**config.mk**
```make
export PLATFORM = sky130hd
export DESIGN_NAME = dac_channel_scheduler
export DESIGN_NICKNAME = d
export VERILOG_FILES = /design/src/rtl/dac_channel_scheduler.sv
export SDC_FILE = /design/constraint.sdc
export NUM_CORES = 1
export LEC_CHECK = 0
export BUFFER_PORTS_ARGS = -buffer_cell sky130_fd_sc_hd__buf_2
export CAP_MARGIN = 15
export CORE_ASPECT_RATIO = 1.4
export CORE_MARGIN = 2
export CORE_UTILIZATION = 53
export DETAILED_ROUTE_END_ITERATION = 7
export GPL_TIMING_DRIVEN = 0
export PLACE_DENSITY_LB_ADDON = 0.12
export SLEW_MARGIN = 5
export SYNTH_ARGS = -nofsm -noshare
export SYNTH_HDL_FRONTEND = slang
export SYNTH_SLANG_ARGS = --single-unit
```
**constraint.sdc**
```tcl
create_clock -name fpga_clock -period 7.2 [get_ports fpga_clock]
set_input_delay 1.44 -clock fpga_clock [delete_from_list [all_inputs] [get_ports fpga_clock]]
set_output_delay 1.44 -clock fpga_clock [all_outputs]
set_load 0.1 [all_outputs]
```
**src/rtl/dac_channel_scheduler.sv**
```systemverilog
// dac_channel_scheduler
// Keeps the newest sample for each DAC channel and, once per INTERVAL clocks,
// walks the channels from lowest to highest. For each channel it hands one
// 24-bit MAX5134 write frame {CMD_PREFIX, one-hot select, sample} to the SPI
// serialiser over a send/busy handshake. Rounds that cannot start because
// the previous one is still running are dropped and flagged. Frames the
// serialiser never acknowledges are abandoned and flagged.
module dac_channel_scheduler #(
    parameter int         NUM_CH      = 4,
    parameter int         DATA_W      = 16,
    parameter int         INTERVAL    = 3624,
    parameter logic [3:0] CMD_PREFIX  = 4'b0011,
    parameter bit         DIRTY_ONLY  = 1'b0,
    parameter int         ACK_TIMEOUT = 15
) (
    input  logic                     fpga_clock,
    input  logic                     rst,
    input  logic                     enable,
    input  logic [NUM_CH*DATA_W-1:0] sample_data,
    input  logic [NUM_CH-1:0]        sample_valid,
    input  logic                     dac_busy,
    output logic [23:0]              dac_data,
    output logic                     dac_send,
    output logic                     round_active,
    output logic                     overrun,
    output logic                     ack_error
);

    localparam int CNT_W = $clog2(INTERVAL);
    localparam int TO_W  = $clog2(ACK_TIMEOUT + 1);
    localparam logic [CNT_W-1:0] CNT_LAST = CNT_W'(INTERVAL - 1);
    localparam logic [TO_W-1:0]  TO_LAST  = TO_W'(ACK_TIMEOUT - 1);

    typedef enum logic [2:0] {
        IDLE,
        LOAD,
        SEND,
        WAIT_ACK,
        WAIT_DONE
    } state_t;

    state_t state_q;
    state_t state_n;

    logic [CNT_W-1:0]  int_cnt;
    logic              tick;
    logic [TO_W-1:0]   to_cnt;
    logic [DATA_W-1:0] shadow   [NUM_CH];
    logic [DATA_W-1:0] snapshot [NUM_CH];
    logic [NUM_CH-1:0] dirty;
    logic [NUM_CH-1:0] pending;
    logic [1:0]        ch;
    logic [1:0]        first_ch;
    logic [3:0]        ch_sel;

    // FSM strobes consumed by the datapath registers
    logic start_round;
    logic do_load;
    logic do_send;
    logic clr_pend;
    logic set_ack;

    assign tick   = enable && (int_cnt == CNT_LAST);
    assign ch_sel = 4'b0001 << ch;

    // Interval counter: free-runs 0..INTERVAL-1 while enabled, parked at 0 otherwise
    always_ff @(posedge fpga_clock or posedge rst) begin
        if (rst) begin
            int_cnt <= '0;
        end else if (!enable || tick) begin
            int_cnt <= '0;
        end else begin
            int_cnt <= int_cnt + 1'b1;
        end
    end

    // Lowest pending channel; the scan runs high-to-low so the lowest index wins
    always_comb begin
        first_ch = '0;
        for (int i = NUM_CH - 1; i >= 0; i--) begin
            if (pending[i]) begin
                first_ch = 2'(i);
            end
        end
    end

    // FSM state register
    always_ff @(posedge fpga_clock or posedge rst) begin
        if (rst) begin
            state_q <= IDLE;
        end else begin
            state_q <= state_n;
        end
    end

    // FSM next-state and per-cycle strobes
    always_comb begin
        state_n     = state_q;
        start_round = 1'b0;
        do_load     = 1'b0;
        do_send     = 1'b0;
        clr_pend    = 1'b0;
        set_ack     = 1'b0;
        case (state_q)
            IDLE: begin
                if (tick) begin
                    start_round = 1'b1;
                    state_n     = LOAD;
                end
            end
            LOAD: begin
                do_load = 1'b1;
                state_n = (pending == '0) ? IDLE : SEND;
            end
            SEND: begin
                if (!dac_busy) begin
                    do_send = 1'b1;
                    state_n = WAIT_ACK;
                end
            end
            WAIT_ACK: begin
                if (dac_busy) begin
                    state_n = WAIT_DONE;
                end else if (to_cnt == TO_LAST) begin
                    set_ack  = 1'b1;
                    clr_pend = 1'b1;
                    state_n  = LOAD;
                end
            end
            WAIT_DONE: begin
                if (!dac_busy) begin
                    clr_pend = 1'b1;
                    state_n  = LOAD;
                end
            end
            default: state_n = IDLE;
        endcase
    end

    // Sample capture: shadows track the inputs; the snapshot freezes them at round start.
    // A strobe landing on the round-start cycle goes to the shadow and stays dirty for the next round.
    always_ff @(posedge fpga_clock or posedge rst) begin
        if (rst) begin
            for (int i = 0; i < NUM_CH; i++) begin
                shadow[i]   <= '0;
                snapshot[i] <= '0;
            end
            dirty <= '0;
        end else begin
            for (int i = 0; i < NUM_CH; i++) begin
                if (sample_valid[i]) begin
                    shadow[i] <= sample_data[i*DATA_W +: DATA_W];
                end
                if (start_round) begin
                    snapshot[i] <= shadow[i];
                end
            end
            dirty <= (start_round ? '0 : dirty) | sample_valid;
        end
    end

    // Round bookkeeping: pending mask, current channel and ack timeout counter
    always_ff @(posedge fpga_clock or posedge rst) begin
        if (rst) begin
            pending <= '0;
            ch      <= '0;
            to_cnt  <= '0;
        end else begin
            if (start_round) begin
                pending <= DIRTY_ONLY ? dirty : {NUM_CH{1'b1}};
            end else if (clr_pend) begin
                pending[ch] <= 1'b0;
            end
            if (do_load) begin
                ch <= first_ch;
            end
            if (do_send) begin
                to_cnt <= '0;
            end else if (state_q == WAIT_ACK && !dac_busy) begin
                to_cnt <= to_cnt + 1'b1;
            end
        end
    end

    // Serialiser interface and status flags. round_active drops one clock after
    // the FSM returns to IDLE, so an empty round still shows a two-clock pulse.
    always_ff @(posedge fpga_clock or posedge rst) begin
        if (rst) begin
            dac_data     <= '0;
            dac_send     <= 1'b0;
            round_active <= 1'b0;
            overrun      <= 1'b0;
            ack_error    <= 1'b0;
        end else begin
            dac_send <= do_send;
            if (do_send) begin
                dac_data <= {CMD_PREFIX, ch_sel, snapshot[ch]};
            end
            if (start_round) begin
                round_active <= 1'b1;
            end else if (state_q == IDLE) begin
                round_active <= 1'b0;
            end
            if (tick && state_q != IDLE) begin
                overrun <= 1'b1;
            end
            if (set_ack) begin
                ack_error <= 1'b1;
            end
        end
    end

endmodule

```
* Word-level counts from Yosys, hierarchy flattened
Index checks and enable logic that the tools add are counted.
** Storage, ports and cells
- Register bits after elaboration :: 178
- Input bits :: 72
- Output and inout bits :: 28
- Word-level logic and storage cells :: 83
** Cells by class
- $add $sub $neg :: 2
- $lt $le $gt $ge :: 3
- Equality and inequality tests :: 10
- Shift operators :: 1
- Multiplexer cells :: 32
- Bitwise logic cells :: 3
- Reductions and logical operators :: 14
** Operators with widths (count)
- 16-bit binary-select mux with 2-bit select :: 1
- 16-bit two-way mux :: 2
- 4-bit two-way mux :: 4
- 3-bit two-way mux :: 5
- 3-bit one-hot mux with 5 select lines :: 1
- 12-bit by 1-bit adder with 12-bit output (second input constant) :: 1
- 12-bit equality test (second input constant) :: 1
- 12-bit two-way mux :: 1
- 1-bit two-way mux :: 11
- 2-bit two-way mux :: 5
- 3-bit by 2-bit equality test with 1-bit output (second input constant) :: 2
- 2-bit inequality test (second input constant) :: 3
- 2-bit nonzero test :: 3
- 4-bit by 1-bit adder with 4-bit output (second input constant) :: 1
- 4-bit bitwise AND :: 1
- 4-bit equality test (second input constant) :: 1
- 1-bit logical AND :: 4
- 4-bit zero test :: 1
- 4-bit inverter :: 1
- 4-bit AND reduction :: 1
- 1-bit by 2-bit left shift with 4-bit output (first input constant) :: 1
- 3-bit by 1-bit equality test with 1-bit output (second input constant) :: 1
- 3-bit equality test (second input constant) :: 1
- 3-bit >= comparator (second input constant) :: 1
- 10 further kinds :: 11

* Longest topological paths before layout
- Depth after elaboration :: 8
- Gate-level depth with buffers :: 8

* Worst setup path before layout
Ideal clock, no wire load.
- Path kind :: flip-flop to output port
- From :: reg dac_data[20] (netlist name)
- To :: out dac_data[21]
- Data arrival time :: 1.333 ns
- Data required time :: 5.760 ns
- Slack :: 4.427 ns
- Cell stages (with the launch flop) :: 2
- Buffers on the path :: 1
- Cells stage by stage :: dfrtp_1 > buf_4
** RTL lines
- end: declaration :: RTL line 22 : output logic [23:0] dac_data,
No word-level cell between the ends.

* Worst setup path in the final report
- From :: reg dac_data[20] (netlist name)
- To :: out dac_data[21]
No word-level cell between the ends.

==> run metrics <==
CP arrival=approximately 1.3 ns; post-synthesis average cell area=14.72 µm²; share of cells above drive strength 1=around 45%; Max Cap Viol=0; Crit. End Element=primary output; DP Wirelength=roughly 11,000 µm; FF+latch area=0.004454 mm²; Filler cells=~1,100; Slew Viols, Final=0; routed length per instance=17.58 µm; htree depth=4; pwr dens=256.2 mW/mm²; final wirelength=14,530 µm; CP max-delay cell=buf_2; Crit Path Category=register to primary output; switching part of the total power=between 20% and 30%; Die ar.=0.01528 mm²; multi-input logic area=0.002868 mm²; Synthesis Warnings=0; CTS Hold Buffers Added=0; clock latency on the worst-skew pair=approximately 0.42 ns; CP max stage delay=a little over 0.4 ns; Setup WS pre-CTS=around 4.2 ns; router iterations before antenna repair=4; Seq pwr share=a little under 50%; Hold Crit Class=register to register; CP Launch Point=dac_data[20]$_DFFE_PP0P_; RSZ-0062 raised after global routing=false; Distinct cells, synth=36; final-report hold violation count=0; first-pass GRT wire length=roughly 24,000 µm; worst slew pin tran=between 0.7 and 0.8 ns; via count=around 4,300; share of the clock period used by the worst path=37.94%; Post-CTS Setup Repair Bufs=0; die width=~110 µm; Placed Cells incl. Taps=approximately 790; leakage=0.004271 µW; relative slew slack=49.55%; worst hold start=ack_error$_DFFE_PP0P_; Buffers & Inverters on Critical Path=2; vias in the first global route=~4,700; Worst Skew=just over 0.007 ns; Critical Path, Cell by Cell=buf_4 > buf_2; CP Max Fanout=3; area of the mapped netlist=approximately 0.0076 mm²; Comb pwr share=12.2%; P&R area growth vs syn=17.43%; clk root buf=clkbuf_16; clock tree buffer depth=2; initial antenna violation count=0; GRT Total Usage=roughly 20%; FP Rows=51; clock slew at reported path FFs=~0.060 ns; fin nets=between 700 and 800; post-layout power=approximately 2300 µW; grt ovf=0; Max IR drop VDD=approximately 0.26 mV; sequential fraction of the synthesis area=between 50% and 60%; chip height=145.5 µm; delay-heaviest family, CP=buffers and inverters; CP Launch Type=register; final setup fails=0; Finished Core Util=between 60% and 70%; PostCTS Resize Cnt=0; switching power total=around 600 µW; final setup margin=4.468 ns; IO Port Bufs=just over 90; total CTS buffers=17; final std cells w/o fill=between 800 and 900; 1st-iter DRT viols=just under 200; Max Freq=366.0 MHz; WP data required=approximately 5.8 ns; flops & latches, synth=178; clock network fraction of design power=between 30% and 40%; I/O Pins=100; # diodes=0; vias per cell=roughly 5.2; initial core utilization=54.23%; DRC Markers=0; CTS tree=built; pin count of the biggest net entering global routing=94; remaining antenna violation count=0; RePlAce Congestion=about 0.79; Internal=between 1500 and 2000 µW; CORE AREA=0.01397 mm²; status=finished, final reports clean; CTS sink count=~180; post-route minimum period=about 2.7 ns; Mapped Cells=about 500; Critical R2R Launch=state_q[1]$_DFFE_PP0P_
==> layout make-up <==
type	count	area share [%]
Buffer	29	2.671
Clock buffer	22	5.441
Clock inverter	10	1.195
Inverter	6	0.3374
Multi-Input combinational cell	303	32.22
Sequential cell	178	50.05
Tap cell	185	2.601
Timing Repair Buffer	93	5.483
==> stage by stage <==
step / hold slack, ns / TNS (ns) / instance area (µm²)
finish: 0.4723 / 0 / 8900
global route: 0.4851 / 0 / 8900
CTS: 0.4761 / 0 / 8900
detailed placement: 0.4594 / 0 / 8309
global placement: 0.4584 / -137.07 / 8274
floorplan: 0.4448 / 0 / 7582
==> worst reg2reg max path, delay by kind of cell (launching register included) <==
kind / cells / cell delay [ns]
and+or+nand+nor: 2 / 0.89
DFF: 1 / 0.44
buffers and inverters: 2 / 0.33
muxes: 1 / 0.31
==> cells in the mapped netlist (all sizes together) <==
library cell / n / area (µm²)
a21o: 1 / 7.510
a21oi: 3 / 15.01
a31oi: 1 / 6.260
and2: 3 / 18.77
and3: 4 / 30.03
and4: 3 / 26.28
buf: 15 / 185.2
clkbuf: 14 / 52.55
conb: 1 / 3.750
dfrtp: 178 / 4454
ha: 3 / 37.54
inv: 6 / 22.52
mux2: 128 / 1667
mux4: 16 / 360.4
nand2: 66 / 247.7
nand2b: 6 / 37.54
nand3: 7 / 35.03
nand4: 3 / 18.77
nor2: 17 / 63.81
nor2b: 3 / 18.77
nor3: 2 / 10.01
nor3b: 2 / 15.01
nor4b: 1 / 15.01
o21ai: 11 / 55.05
o21bai: 2 / 15.01
o31ai: 5 / 37.54
o41ai: 3 / 26.28
or3b: 1 / 8.760
xnor2: 3 / 26.28
xor2: 7 / 61.31
==> kinds of logic after synthesis <==
family                     synth area share [%]
DFF                                       58.77
muxes                                     26.75
and+or+nand+nor                           7.198
buffers and inverters                     3.434
AOI/OAI and AO/OA                         2.146
xor gates and xnor gates                  1.156
adders and majority gates                0.4953
other                                   0.04948
==> layout by cell type, fill, tap and decap left out, drive strengths merged, types with 4 or more instances in the layout <==
master / Yosys / routed
dfrtp: 178 / 178
mux2: 128 / 128
buf: 15 / 108
nand2: 66 / 66
clkbuf: 14 / 36
nor2: 17 / 17
mux4: 16 / 16
o21ai: 11 / 11
nand3: 7 / 7
xor2: 7 / 7
clkinv: 0 / 7
nand2b: 6 / 6
inv: 6 / 6
o31ai: 5 / 5
and3: 4 / 4
==> registers in the layout (all words and copies together), names as in the netlist <==
name and flops:
ack_error 1, ch 2, dac_data 21, dac_send 1
int_cnt 12, overrun 1, pending 4, round_active 1
shadow 64, snapshot 64, state_q 3, to_cnt 4
==> per-layer routing <==
layer	GRT usage [%]	wire, µm	up-vias	part of all wire (%)
met3	4.702	550	20	3.8
li1	-	-	2015	-
met5	0	0	-	0
met4	6.733	244	0	1.7
met1	27.14	6466	2181	45
met2	33.96	7264	95	50
==> final timing paths <==
| path | depth (start not counted) | endpoint | slack, ns |
|---|---|---|---|
| max in group asynchronous | 3 | snapshot[63]$_DFFE_PP0P_ | 5.22 |
| worst max register to register | 5 | snapshot[39]$_DFFE_PP0P_ | 5.12 |
| min in group asynchronous | 2 | shadow[58]$_DFFE_PP0P_ | 1.10 |
| worst min register to register | 1 | ack_error$_DFFE_PP0P_ | 0.47 |
| worst max-delay path | 2 | dac_data[21] | 4.47 |
| worst min-delay path | 1 | ack_error$_DFFE_PP0P_ | 0.47 |
==> power by group through the flow <==
stage                     Combinational (µW)  Sequential, µW  Clock, µW
after floorplan                          153            1160          0
after global placement                   269            1110          0
after detailed placement                 282            1120          0
after CTS                                283            1100        927
after global routing                     304            1110        972
final                                    279            1100        905
(Power assumes the default switching activity.)
